<file path="config.mk">
export PLATFORM = sky130hd
export DESIGN_NAME = spi_mult_master_flat
export DESIGN_NICKNAME = d
export VERILOG_FILES = /design/src/rtl/smol_spi_pkg.sv /design/src/rtl/spi_mult_master_if.sv /design/src/rtl/spi_sclk_gen.sv /design/src/rtl/spi_mult_master.sv /design/src/flat_wrapper.sv
export SDC_FILE = /design/constraint.sdc
export NUM_CORES = 1
export LEC_CHECK = 0
export ABC_AREA = 0
export CAP_MARGIN = 10
export CELL_PAD_IN_SITES_DETAIL_PLACEMENT = 0
export CELL_PAD_IN_SITES_GLOBAL_PLACEMENT = 1
export CORE_MARGIN = 3
export CORE_UTILIZATION = 40
export CTS_BUF_LIST = sky130_fd_sc_hd__clkbuf_8
export DETAILED_ROUTE_END_ITERATION = 7
export GPL_TIMING_DRIVEN = 0
export HOLD_SLACK_MARGIN = 0.08
export PLACE_DENSITY_LB_ADDON = 0.1
export SETUP_SLACK_MARGIN = 0.1
export SLEW_MARGIN = 20
export SYNTH_ARGS = -nofsm -noshare
export SYNTH_HDL_FRONTEND = slang
export SYNTH_HIERARCHICAL = 1
export SYNTH_SLANG_ARGS = --single-unit
export TNS_END_PERCENT = 20
</file>
<file path="constraint.sdc">
create_clock -name CLK -period 5 [get_ports CLK]
set_input_delay 1.25 -clock CLK [delete_from_list [all_inputs] [get_ports CLK]]
set_output_delay 1.25 -clock CLK [all_outputs]
set_load 0.03 [all_outputs]
</file>
<file path="src/rtl/smol_spi_pkg.sv">
// ---------------------------------------------------------------------------
// smol_spi_pkg
//   Definitions shared by the SmolBoi SPI master and the peripheral's bench:
//   - default operand width, SCLK divider and compute-gap length
//   - FSM state encoding of the master
//   - helper that decodes which states keep chip select asserted
// ---------------------------------------------------------------------------
package smol_spi_pkg;

  // Operand width; the product is twice this.
  localparam int W_DEF          = 4;
  // CLK cycles per SCLK half-period (must be >= 2).
  localparam int SCLK_DIV_DEF   = 10;
  // Full SCLK periods between the last operand bit and the first product bit.
  localparam int WAIT_SCLKS_DEF = 250;

  typedef enum logic [2:0] {
    IDLE  = 3'd0,
    SETUP = 3'd1,
    SEND  = 3'd2,
    WAIT  = 3'd3,
    RECV  = 3'd4,
    DONE  = 3'd5
  } state_e;

  // CS is asserted for the whole serial exchange, SETUP through RECV.
  function automatic logic cs_active(input state_e s);
    return (s == SETUP) || (s == SEND) || (s == WAIT) || (s == RECV);
  endfunction

endpackage

</file>
<file path="src/rtl/spi_mult_master_if.sv">
// ---------------------------------------------------------------------------
// spi_mult_master_if
//   Host-side handshake of the SmolBoi SPI master.
//   start_valid/start_ready : operand pair transfer (both high on a CLK edge)
//   op_a, op_b              : operands, sampled at the handshake
//   result, result_valid    : 2W-bit product and its one-cycle update strobe
//   busy                    : master is somewhere other than IDLE
//   Modports: master = the requesting host, slave = spi_mult_master.
// ---------------------------------------------------------------------------
interface spi_mult_master_if #(
  parameter int W = smol_spi_pkg::W_DEF
);

  logic           start_valid;
  logic           start_ready;
  logic [W-1:0]   op_a;
  logic [W-1:0]   op_b;
  logic [2*W-1:0] result;
  logic           result_valid;
  logic           busy;

  modport master (
    output start_valid, op_a, op_b,
    input  start_ready, result, result_valid, busy
  );

  modport slave (
    input  start_valid, op_a, op_b,
    output start_ready, result, result_valid, busy
  );

endinterface

</file>
<file path="src/rtl/spi_sclk_gen.sv">
// ---------------------------------------------------------------------------
// spi_sclk_gen
//   Divides CLK down to SCLK. A counter runs 0..SCLK_DIV-1 while en is high;
//   at terminal count SCLK toggles. The cycle whose edge raises SCLK carries
//   rise_tick, the cycle whose edge lowers it carries fall_tick, so the FSM
//   acts on the same edge at which the pin changes.
//   Ports:
//     CLK, RESET : system clock, synchronous active-high reset
//     en         : run the divider
//     clr        : zero the counter and force SCLK low (wins over en)
//     SCLK       : SPI clock, idles low
//     rise_tick  : SCLK goes 0->1 on this edge
//     fall_tick  : SCLK goes 1->0 on this edge
// ---------------------------------------------------------------------------
module spi_sclk_gen #(
  parameter int SCLK_DIV = smol_spi_pkg::SCLK_DIV_DEF
) (
  input  logic CLK,
  input  logic RESET,
  input  logic en,
  input  logic clr,
  output logic SCLK,
  output logic rise_tick,
  output logic fall_tick
);

  localparam int CW = $clog2(SCLK_DIV);

  logic [CW-1:0] cnt;
  logic          term;

  assign term      = en && !clr && (cnt == CW'(SCLK_DIV - 1));
  assign rise_tick = term && !SCLK;
  assign fall_tick = term &&  SCLK;

  // NOTE: state registers use non-blocking assignments so every flop samples
  // the pre-edge values of its neighbours, independent of process ordering.
  always_ff @(posedge CLK) begin
    if (RESET) begin
      cnt  <= '0;
      SCLK <= 1'b0;
    end else if (clr) begin
      cnt  <= '0;
      SCLK <= 1'b0;
    end else if (en) begin
      if (term) begin
        cnt  <= '0;
        SCLK <= ~SCLK;
      end else begin
        cnt  <= cnt + CW'(1);
      end
    end
  end

endmodule

</file>
<file path="src/rtl/spi_mult_master.sv">
// ---------------------------------------------------------------------------
// spi_mult_master
//   SPI master for the SmolBoi multiplier peripheral. An operand pair taken
//   over the host handshake is shifted out on MOSI (A then B, MSB first),
//   followed by a fixed compute gap, after which the 2W-bit product is
//   shifted in from MISO and presented on result with a one-cycle strobe.
//   Sequence: IDLE -> SETUP -> SEND -> WAIT -> RECV -> DONE -> IDLE.
//   Ports:
//     CLK, RESET : system clock, synchronous active-high reset
//     host       : handshake interface (slave modport)
//     SCLK       : SPI clock, idles low; slave samples MOSI on its rise
//     CS         : active-high chip select, high from SETUP through RECV
//     MOSI       : serial operands
//     MISO       : serial product from the peripheral
// ---------------------------------------------------------------------------
module spi_mult_master
  import smol_spi_pkg::*;
#(
  parameter int W          = W_DEF,
  parameter int SCLK_DIV   = SCLK_DIV_DEF,
  parameter int WAIT_SCLKS = WAIT_SCLKS_DEF
) (
  input  logic                CLK,
  input  logic                RESET,
  spi_mult_master_if.slave    host,
  output logic                SCLK,
  output logic                CS,
  output logic                MOSI,
  input  logic                MISO
);

  localparam int PW = 2 * W;
  localparam int BW = $clog2(PW + 1);
  localparam int WW = $clog2(WAIT_SCLKS + 1);

  state_e          state_q, state_d;
  logic [BW-1:0]   bit_cnt;
  logic [WW-1:0]   wait_cnt;
  logic [PW-1:0]   tx;
  logic [PW-1:0]   rx;
  logic [PW-1:0]   result_q;
  logic            result_valid_q;
  logic            cs_q;
  logic            mosi_q;

  logic            hs;
  logic            div_en;
  logic            div_clr;
  logic            rise_tick;
  logic            fall_tick;
  logic            load_mosi;
  logic            send_last;
  logic            wait_last;
  logic            recv_last;

  spi_sclk_gen #(
    .SCLK_DIV (SCLK_DIV)
  ) u_sclk_gen (
    .CLK       (CLK),
    .RESET     (RESET),
    .en        (div_en),
    .clr       (div_clr),
    .SCLK      (SCLK),
    .rise_tick (rise_tick),
    .fall_tick (fall_tick)
  );

  // -------------------------------------------------------------------------
  // FSM state register
  // -------------------------------------------------------------------------
  always_ff @(posedge CLK) begin
    if (RESET) state_q <= IDLE;
    else       state_q <= state_d;
  end

  // -------------------------------------------------------------------------
  // FSM next state and control strobes
  // -------------------------------------------------------------------------
  // NOTE: every signal driven here gets a default first, so no path through
  // the case statement can leave one unassigned and infer a latch.
  always_comb begin
    state_d   = state_q;
    hs        = 1'b0;
    div_en    = cs_active(state_q);
    div_clr   = 1'b0;
    load_mosi = 1'b0;
    send_last = 1'b0;
    wait_last = 1'b0;
    recv_last = 1'b0;

    case (state_q)
      IDLE: begin
        hs      = host.start_valid;
        div_clr = host.start_valid;
        if (host.start_valid) state_d = SETUP;
      end
      SETUP: begin
        // Closing fall of the dummy period presents the first operand bit.
        load_mosi = fall_tick;
        if (fall_tick) state_d = SEND;
      end
      SEND: begin
        // After the 2W-th rise the next fall ends the operand phase.
        send_last = fall_tick && (bit_cnt == BW'(PW));
        load_mosi = fall_tick && (bit_cnt != BW'(PW));
        if (send_last) state_d = WAIT;
      end
      WAIT: begin
        wait_last = rise_tick && (wait_cnt == WW'(WAIT_SCLKS - 1));
        if (wait_last) state_d = RECV;
      end
      RECV: begin
        recv_last = rise_tick && (bit_cnt == BW'(PW - 1));
        if (recv_last) state_d = DONE;
      end
      DONE: begin
        div_clr = 1'b1;
        state_d = IDLE;
      end
      default: state_d = IDLE;
    endcase
  end

  // -------------------------------------------------------------------------
  // Counters, SPI pin registers and result
  // -------------------------------------------------------------------------
  always_ff @(posedge CLK) begin
    if (RESET) begin
      bit_cnt        <= '0;
      wait_cnt       <= '0;
      cs_q           <= 1'b0;
      mosi_q         <= 1'b0;
      result_q       <= '0;
      result_valid_q <= 1'b0;
    end else begin
      result_valid_q <= 1'b0;
      cs_q           <= cs_active(state_d);

      if (load_mosi)      mosi_q <= tx[PW-1];
      else if (send_last) mosi_q <= 1'b0;

      case (state_q)
        SEND: begin
          if (rise_tick)      bit_cnt <= bit_cnt + BW'(1);
          else if (send_last) bit_cnt <= '0;
        end
        WAIT: begin
          if (wait_last)      wait_cnt <= '0;
          else if (rise_tick) wait_cnt <= wait_cnt + WW'(1);
        end
        RECV: begin
          if (recv_last)      bit_cnt <= '0;
          else if (rise_tick) bit_cnt <= bit_cnt + BW'(1);
        end
        DONE: begin
          result_q       <= rx;
          result_valid_q <= 1'b1;
        end
        default: ;
      endcase
    end
  end

  // -------------------------------------------------------------------------
  // Shift registers
  // -------------------------------------------------------------------------
  // NOTE: tx and rx carry no reset: tx is loaded at every handshake and rx is
  // fully refilled by 2W samples before it is ever copied into result.
  // MISO comes from a peripheral on this same CLK, so it is sampled directly.
  always_ff @(posedge CLK) begin
    if (hs)             tx <= {host.op_a, host.op_b};
    else if (load_mosi) tx <= {tx[PW-2:0], 1'b0};

    if (state_q == RECV && rise_tick) rx <= {rx[PW-2:0], MISO};
  end

  // -------------------------------------------------------------------------
  // Outputs
  // -------------------------------------------------------------------------
  assign CS                = cs_q;
  assign MOSI              = mosi_q;
  assign host.result       = result_q;
  assign host.result_valid = result_valid_q;
  assign host.busy         = (state_q != IDLE);
  assign host.start_ready  = (state_q == IDLE);

endmodule
</file>
<file path="src/flat_wrapper.sv">
// flat-port wrapper written by rule: the top's interface ports become plain ports
module spi_mult_master_flat import smol_spi_pkg::*;
#(
  parameter int W          = W_DEF,
  parameter int SCLK_DIV   = SCLK_DIV_DEF,
  parameter int WAIT_SCLKS = WAIT_SCLKS_DEF
)
  (CLK, RESET, SCLK, CS, MOSI, MISO, host_start_valid, host_op_a, host_op_b, host_start_ready, host_result, host_result_valid, host_busy);
  spi_mult_master_if #(.W(W)) host_i ();
  input  logic CLK;
  input  logic RESET;
  output logic SCLK;
  output logic CS;
  output logic MOSI;
  input  logic MISO;
  input wire logic [$bits(host_i.start_valid)-1:0] host_start_valid;
  input wire logic [$bits(host_i.op_a)-1:0] host_op_a;
  input wire logic [$bits(host_i.op_b)-1:0] host_op_b;
  output wire logic [$bits(host_i.start_ready)-1:0] host_start_ready;
  output wire logic [$bits(host_i.result)-1:0] host_result;
  output wire logic [$bits(host_i.result_valid)-1:0] host_result_valid;
  output wire logic [$bits(host_i.busy)-1:0] host_busy;
  assign host_i.start_valid = host_start_valid;
  assign host_i.op_a = host_op_a;
  assign host_i.op_b = host_op_b;
  assign host_start_ready = host_i.start_ready;
  assign host_result = host_i.result;
  assign host_result_valid = host_i.result_valid;
  assign host_busy = host_i.busy;
  spi_mult_master #(.W(W), .SCLK_DIV(SCLK_DIV), .WAIT_SCLKS(WAIT_SCLKS)) u_core (.CLK(CLK), .RESET(RESET), .host(host_i), .SCLK(SCLK), .CS(CS), .MOSI(MOSI), .MISO(MISO));
endmodule
</file>
# == Word-level counts from Yosys, hierarchy flattened ==
# Index checks and enable logic that the tools add are counted.
# classes
magnitude_cmp,0
muxes,25
n_shift,0
div,0
n_addsub,3
reduce_logical,27
n_mul,0
n_eq_ne,16
bitwise_logic,1
# op_table
operator,count
$mux 8,4
$mux 4,5
$mux 3,5
$pmux 3 s5,1
$eq 3x2->1 const B,4
$eq 3x3->1 const B,3
$logic_and 1x1->1,9
$add 4x1->4 const B,2
$add 8x1->8 const B,1
$eq 4x4->1 const B,2
$eq 8x8->1 const B,1
$pmux 4 s2,1
$reduce_bool 2->1,4
$mux 1,7
$eq 3x1->1 const B,2
$logic_or 1x1->1,6
$ne 3x1->1 const B,2
$eq 4x3->1 const B,1
$ne 4x4->1 const B,1
$pmux 1 s2,2
$reduce_and 2->1,2
$logic_not 3->1,1
$reduce_and 3->1,1
$reduce_bool 3->1,1
3 further kinds,4
# word_totals
latch_bits,0
regBits,47
romBits,0
out_inout_bits,14
n_memories,0
mem_bits_rw,0

# == Logic depth before layout (Yosys ltp) ==
# Gate-level depths: netlist of run 1.
# logic_depth
ltp_word,14
ltp_mapped,12

# == Modules after synthesis ==
# The synthesis of run 1 kept the hierarchy.
# modules_own_cells
mod,instances,cells_per_inst,area_per_inst_um2,seq_area_each_um2
spi_mult_master,1,208,1934.4,1001.0
spi_sclk_gen,1,30,294.0,100.1

# == Worst setup path after synthesis of run 1 ==
# Ideal clock, no wire load.
# synth_timing
path_kind,input -> register
from,input port host_start_valid
to,register u_core.tx[0] (enable)
cell_stages,6
setup_slack_ns,1.866
setup_time_ns,0.384
t_arrival_ns,2.750
path_buffers,0
t_required_ns,4.616
cell_sequence,nand2_1 nand2_1 nor3b_4 and2_2 nand2b_1 o21ai_0
# synth_via
elab_chain_cells,8
word_cells_on_any_way,9
# synth_lines
item,line,source
start: declaration,flat_wrapper.sv:16,input wire logic [$bits(host_i.start_valid)-1:0] host_start_valid;
$pmux 1 s2 (*),spi_mult_master.sv:91,case (state_q)
via u_core.div_clr,spi_mult_master.sv:48,logic div_clr;
$logic_not 1->1 (*),spi_sclk_gen.sv:32,assign term = en && !clr && (cnt == CW'(SCLK_DIV - 1));
$logic_and 1x1->1 (*) (2 in series),spi_sclk_gen.sv:32,
$logic_and 1x1->1 (*),spi_sclk_gen.sv:34,assign fall_tick = term && SCLK;
via u_core.fall_tick,spi_mult_master.sv:50,logic fall_tick;
$logic_and 1x1->1,spi_mult_master.sv:105,load_mosi = fall_tick && (bit_cnt != BW'(PW));
$pmux 1 s2 (*),spi_mult_master.sv:91,
$reduce_bool 2->1 (no source line) (*),-,
end signal: assignment,spi_mult_master.sv:171,"if (hs) tx <= {host.op_a, host.op_b};"
end signal: assignment,spi_mult_master.sv:172,"else if (load_mosi) tx <= {tx[PW-2:0], 1'b0};"
end: declaration,spi_mult_master.sv:39,logic [PW-1:0] tx;
# Mark *: on every way through the listed nets, which the timed path passes. The rest lies on a longest branch.
# A chain may end at the register's enable or synchronous reset.

# == Final worst setup path of run 1 ==
# layout_timing
from,input port host_start_valid
to,"register u_core.cs_q, in the netlist u_core/CS"
# layout_via
elab_chain_cells,12
word_cells_on_any_way,22
# layout_lines
item,line,source
$pmux 1 s2 (*),spi_mult_master.sv:91,
via u_core.div_clr,spi_mult_master.sv:48,
$logic_not 1->1 (*),spi_sclk_gen.sv:32,
$logic_and 1x1->1 (*) (2 in series),spi_sclk_gen.sv:32,
$logic_and 1x1->1 (*),spi_sclk_gen.sv:33,assign rise_tick = term && !SCLK;
via u_core.rise_tick,spi_mult_master.sv:49,logic rise_tick;
$logic_and 1x1->1 (on tied branches),"spi_mult_master.sv:113, spi_mult_master.sv:109",
$mux 3 (on tied branches),"spi_mult_master.sv:114, spi_mult_master.sv:110",
$pmux 3 s5 (*),spi_mult_master.sv:91,
$eq 3x1->1 / $eq 3x2->1 (equally long branches),smol_spi_pkg.sv:28,return (s == SETUP) || (s == SEND) || (s == WAIT) || (s == RECV);
$logic_or 1x1->1 (2 in series),smol_spi_pkg.sv:28,
$logic_or 1x1->1 (*),smol_spi_pkg.sv:28,
end signal: assignment,spi_mult_master.sv:137,cs_q <= cs_active(state_d);
end: declaration,spi_mult_master.sv:43,logic cs_q;
# Marks and branches as above.

==> results of run 1 <==
==> stage by stage <==
step | std cells | power (mW)
floorplan | 238 | 0.449
global placement | 333 | 0.471
detailed placement | 333 | 0.472
CTS | 341 | 0.708
global route | 341 | 0.733
finish | 341 | 0.696
==> layout make-up <==
class / count / area (µm²) / share of cell area, %
plain buffers: 12 / 58.8 / 2.21
clock buffers: 5 / 68.8 / 2.59
clock inverters: 3 / 23.8 / 0.894
inverters: 8 / 30.0 / 1.13
multi-input cells: 171 / 1040 / 39.1
flip-flops and latches: 47 / 1100 / 41.4
well taps: 70 / 87.6 / 3.29
repair buffers: 25 / 250 / 9.41
==> power by group through the flow <==
| stage | logic (mW) | clock network [mW] | registers [mW] |
|---|---|---|---|
| after floorplan | 0.0337 | 0 | 0.415 |
| after global placement | 0.0564 | 0 | 0.415 |
| after detailed placement | 0.0570 | 0 | 0.415 |
| after CTS | 0.0574 | 0.244 | 0.406 |
| after global routing | 0.0628 | 0.263 | 0.407 |
| final | 0.0568 | 0.233 | 0.406 |
==> logic make-up (layout without fill, tap and decap cells) <==
logic type | after synthesis | count (layout) | share of synthesized area (%)
simple gates | 121 | 121 | 28.5
flops | 47 | 47 | 49.4
compound gates | 32 | 32 | 9.60
buf+inv | 20 | 53 | 3.99
xor+xnor | 10 | 10 | 3.93
fa+ha+maj | 6 | 6 | 3.37
mux | 2 | 2 | 1.18
==> routing by layer <==
layer / track usage, % / part of all wire, % / up-vias
met5: 0 / 0 / -
met4: 4.90 / 0.65 / 0
met3: 3.48 / 3.1 / 2
met2: 23.0 / 45 / 21
met1: 22.5 / 51 / 785
li1: - / - / 890
==> tightest hold or removal path, cell delays in order (launching register included) <==
cell and delay [ps]:
dfxtp_1 320, nand2_1 50, a21oi_1 50
==> placed cells by master, fill, tap and decap left out, types with 2 or more instances in the layout <==
cell             Yosys  routed
a21oi_1             14      14
a31oi_1              2       2
and3_1               3       3
and3b_1              2       2
buf_2                5       5
buf_4                2       2
clkbuf_1             4       4
clkbuf_8             0       5
clkdlybuf4s50_1      0      25
clkinvlp_4           0       2
dfxtp_1             31      31
edfxtp_1            16      16
ha_1                 6       6
inv_1                8       8
nand2_1             41      41
nand2b_1             4       4
nand3_1             14      14
nand3b_1             3       3
nand4_1              7       7
nand4b_1             3       3
nor2_1              18      18
nor2b_1              6       6
nor3_1               8       8
o21ai_0              6       5
o21bai_1             3       3
xnor2_1              4       4
xor2_1               6       6
==> final timing paths <==
check | start | end | slack [ps] | cells after the start
setup / recovery | host_start_valid | u_core/CS | 1380 | 9
hold / removal | u_core/host.result[7] | u_core/host.result[7] | 460 | 2
setup reg to reg | u_core/state_q[2] | u_core/CS | 1750 | 9
hold reg to reg | u_core/host.result[7] | u_core/host.result[7] | 460 | 2
==> flip-flops by register name, indices dropped and copies added (netlist names) <==
| signal | count |
|---|---|
| u_core/rx | 8 |
| u_core/u_sclk_gen/cnt | 4 |
| u_core/state_q | 3 |
| u_core/u_sclk_gen/SCLK | 1 |
| u_core/wait_cnt | 8 |
| u_core/host.result_valid | 1 |
| u_core/bit_cnt | 4 |
| u_core/tx | 8 |
| u_core/MOSI | 1 |
| u_core/host.result | 8 |
| u_core/CS | 1 |
==> results.md, run 1 <==
* Status: finished clean
* P_int at between 0.5 and 0.6 mW
* Kind of start point of the critical path: input port
* H-tree depth reported by CTS at 2
* # setup viols final at 0
* Critical Path, Cell by Cell: clkdlybuf4s50_1, nand2_1, nand2_1, nor3b_4, and2_1, nand4b_1, o311ai_2, nand4_1, mux2_2
* Avg WL per Cell at between 10 and 15 µm
* CTS resizes at 0
* DR iter-0 viols at 72
* Hold Path Class: reg -> reg
* Post-CTS setup buffer count at 0
* Post-synthesis sequential area ratio at 49.4%
* Setup CP Type: in -> reg
* Die H at 80.6 µm
* Crit path largest cell delay at 460 ps
* GRT Total Usage at 15.6%
* Crit path buffers/inverters at 1
* Synth area leader: dfxtp_1
* Post-synth ARST share at 0%
* Initial core utilization at approximately 43%
* Setup TNS at 0 ps
* Worst Skew at 4.07 ps
* Fin area at around 2700 µm²
* Fraction of layout cells with a size suffix above 1 at 9.23%
* CP required at roughly 5200 ps
* Critical path's slowest cell: clkdlybuf4s50_1
* Slew Viols, Final at 0
* Clock sink count at 47
* Antenna violations before repair at 0
* TritonCTS buffer count at 5
* Flop pwr share at 58.3%
* Post-Syn Nets at 256
* DP HPWL at approximately 3300 µm
* Unrepaired setup endpoints after global routing: no
* Fin util at 50.8%
* Avg Inst Size Synth at ~9.4 µm²
* Worst slew margin at 48.4%
* Worst Slack Setup Final at ~1400 ps
* Via count at approximately 1700
* Final hold violation count at 0
* Vias in the first global route at about 1600
* Die width at 80.6 µm
* F_max at 0.276 GHz
* Maximum fanout along the worst path at 9
* Maxcap violations at 0
* Net switching power at roughly 0.17 mW
* Core area at ~5200 µm²
* Antenna-violating nets left at 0
* Switching Fraction at between 20% and 30%
* Pre-CTS setup slack at 728 ps
* Die footprint at 6500 µm²
* Synth cell count leaders: nand2_1 (41), dfxtp_1 (31), nor2_1 (18), edfxtp_1 (16)
* Post-Synthesis Cells at around 240
* Placed cell areas at 2570 µm²
* Filler instances at 523
* Min Tclk post-route at about 3600 ps
* WP data arrival at 3810 ps
* Clock network power share at 33.5%
* DRC at 0
* Hold Slack at 457 ps
* Pwr dens at about 260 nW/µm²
* Worst Tran Pin Value at 768 ps
* Syn Std Cell Area at about 2200 µm²
* First-pass GRT wire length at between 7000 and 8000 µm
* Synth top area share at around 28%
* Flops & latches, synth at 47
* Top-count cell post-synth: nand2_1
* Top_reg_cell synth: dfxtp_1
* Clk_lat worst skew at 290 ps
* Syn-to-layout area delta at 19.3%
* GRT overflow at 0
* Crit end category: flop
* EDFF count, synth at 16
* Most frequent CP cell: nand2_1
* Max VDD drop at 188 µV
* Count of cell types in the netlist at 46
* I/O Pins at 26
* Synth Warn # at 6
* Comb pwr share at 8.2%
* Crit-path leading delay family: simple AND/OR/NAND/NOR gates
* # port buffers at 25
* Area contributors post-synth: dfxtp_1 (28%), edfxtp_1 (22%), nand2_1 (6.9%)
* Via/cell ratio at 4.98
* Leak pwr at 1.00 nW
* CTS max path bufs at 2
* Register clock-pin slew on the reported worst setup and hold paths at 90 ps
* Routability Congestion at 0.779
* Total Wirelength at roughly 4600 µm
* Final period utilization at 72.4%
* Cell Rows at 26
* Root buffer cell: clkbuf_8
* Final #Nets at 288
* CTS Hold Bufs at 0
* Pin count of the biggest net entering global routing at 17
* CTS tree: yes
* Diode count at 0
* Initial DRT Pass Iterations at 4
Power figures use the tool's default switching activity.
==> inputs of run 2 (changes only) <==
==> constraint.sdc (replaced) <==
create_clock -name CLK -period 3 [get_ports CLK]
set_input_delay 0.75 -clock CLK [delete_from_list [all_inputs] [get_ports CLK]]
set_output_delay 0.75 -clock CLK [all_outputs]
set_load 0.03 [all_outputs]
==> results.md, run 2 (synthesis gave the netlist of run 1 again) <==
* Status: finished clean
* Setup CP Type: in -> reg
* Worst hold start: u_core/host.result[7]
* Maximum fanout along the worst path at 9 (unchanged)
* Avg WL per Cell at 13.6 µm (+0.36%)
* Hold Path End: u_core/host.result[7]
* Via/cell ratio at 5.01 (+0.70%)
* Pin count of the biggest net entering global routing at 17 (unchanged)
* DRC at 0 (unchanged)
* F_max at 0.364 GHz
* Worst slew margin at 63.0% (+15 points)
* Worst Slack Setup Final at 250 ps (-1130 ps)
* Initial core utilization at 42.5% (unchanged)
* Critical path's slowest cell: clkdlybuf4s50_1
* Setup TNS at 0 ps (unchanged)
* Die footprint at 6500 µm² (unchanged)
* CTS tree: yes
* Crit path buffers/inverters at 1 (unchanged)
* Vias in the first global route at 1589 (+0.44%)
* Die H at 80.6 µm (unchanged)
* Total power at 1.16 mW (+67%)
* Crit-path leading delay family: simple AND/OR/NAND/NOR gates
* Min Tclk post-route at 2750 ps
* Reg-to-Reg Start: u_core/state_q[2]
* Hold Path Class: reg -> reg
* WP data arrival at 2940 ps (-870 ps)
* GRT overflow at 0 (unchanged)
* Commonest cells after routing, fill and taps aside: nand2_1 (39), dfxtp_1 (31), clkdlybuf4s50_1 (25)
* Final period utilization at 91.7%
* Pwr dens at 430 nW/µm² (+64%)
* Crit path largest cell delay at 490 ps (+30 ps)
* Clock sink count at 47 (unchanged)
* Maxcap violations at 0 (unchanged)
* Worst r2r path cells at 9 (unchanged)
* # port buffers at 25 (unchanged)
* Max VDD drop at 314 µV (+66%)
* Worst Tran Pin Value at 554 ps (-214 ps)
* Most common cell after layout, fill and taps aside: nand2_1
* DP HPWL at 3290 µm (unchanged)
* TritonCTS buffer count at 5 (unchanged)
* DR iter-0 viols at 72 (unchanged)
* Kind of start point of the critical path: input port
* Root buffer cell: clkbuf_8
* Unrepaired setup endpoints after global routing: no
* Final hold violation count at 0 (unchanged)
* CTS max path bufs at 2 (unchanged)
* Core area at 5240 µm² (unchanged)
* Reg2Reg Setup Slack at 300 ps (-1450 ps)
* Crit end category: flop
* Inst Count DP at 333 (unchanged)
* Diode count at 0 (unchanged)
* Worst Skew at 5.00 ps (+0.928 ps)
* Filler-free cell count of the finished design at 343 (+0.59%)
* CP required at 3190 ps (-2000 ps)
* Clk_lat worst skew at 290 ps (about the same)
* Hold Path Depth at 2 (unchanged)
* Die width at 80.6 µm (unchanged)
* Antenna violations before repair at 0 (unchanged)
* Leak pwr at 1.03 nW (+2.9%)
* I/O Pins at 26 (unchanged)
* H-tree depth reported by CTS at 2 (unchanged)
* Via count at 1720 (+1.3%)
* Hold Slack at 457 ps (+0.182 ps)
* Critical Path, Cell by Cell: clkdlybuf4s50_1, nand2_4, nand2_1, nor3b_4, and2_4, nand4b_1, o311ai_2, nand4_1, mux2_2
* Pre-CTS setup slack at -772 ps (-1500 ps)
* Worst R2R End: u_core/CS
* GRT Total Usage at 15.7% (+0.12 points)
* Antenna-violating nets left at 0 (unchanged)
* Cell Rows at 26 (unchanged)
* Register clock-pin slew on the reported worst setup and hold paths at 90 ps (about the same)
* Critical path depth in cells at 9 (unchanged)
* Total Wirelength at 4670 µm (+0.95%)
* Slew Viols, Final at 0 (unchanged)
* CTS Hold Bufs at 0 (unchanged)
* Fraction of layout cells with a size suffix above 1 at 12.5% (+3.2 points)
* # setup viols final at 0 (unchanged)
* Final #Nets at 290 (+0.69%)
* First-pass GRT wire length at 7870 µm (+0.61%)
* Routability Congestion at 0.779 (unchanged)
* Initial DRT Pass Iterations at 4 (unchanged)
* Syn-to-layout area delta at 21.3%
[run 2: changes by cell type in the layout (fill, tap and decap cells not counted), sizes merged]
cell / change
buf: +1
clkbuf: +1
[run 2: timing repair]
| item | in CTS | in global routing |
|---|---|---|
| gates resized for setup | 7 | 4 |
| endpoints found under the setup margin | 28 | 16 |
| buffers inserted | 0 | 2 |
[run 2: metrics by stage]
step	area (µm²)	utilization, %
3_5_place_dp	2570	49.0
4_1_cts	2680	51.1
6_report	2700	51.6
3_3_place_gp	2570	49.0
5_1_grt	2700	51.6
2_1_floorplan	2230	-
[run 2: cell type report]
| cell class | instances | area [µm²] |
|---|---|---|
| inverter | 8 | 30.0 |
| sequential | 47 | 1100 |
| multi-input combinational | 171 | 1060 |
| timing repair buffer | 27 | 265 |
| clock inverter | 3 | 23.8 |
| tap | 70 | 87.6 |
| buffer | 12 | 62.6 |
| clock buffer | 5 | 68.8 |
| fill | 519 | 2530 |
[run 2: worst min-delay path, cell delays in order (launching register included)]
cell and delay (ps):
dfxtp_1 320, nand2_1 50, a21oi_1 50
[run 2: worst max path at each step]
stage,startpoint,to,slack [ps]
2_1_floorplan,u_core/state_q[2],u_core/tx[0],270
3_3_place_gp,host_start_valid,u_core/tx[1],-640
3_5_place_dp,host_start_valid,u_core/tx[5],-770
4_1_cts,host_start_valid,u_core/CS,120
5_1_grt,u_core/state_q[2],u_core/CS,110
6_report,host_start_valid,u_core/CS,250
[run 2: metal layers]
metal / GRT usage (%) / vias up / part of all wire [%]
li1: - / 894 / -
met2: 23.5 / 16 / 46
met5: 0 / - / 0
met3: 3.48 / 2 / 2.7
met1: 22.4 / 808 / 51
met4: 4.90 / 0 / 0.64
[run 2: where the power goes]
part / leakage, nW / switching [mW] / internal, mW
sequential: 0.400 / 0.00556 / 0.671
clock: 0.0408 / 0.222 / 0.167
combinational: 0.592 / 0.0565 / 0.0419
total: 1.03 / 0.284 / 0.880
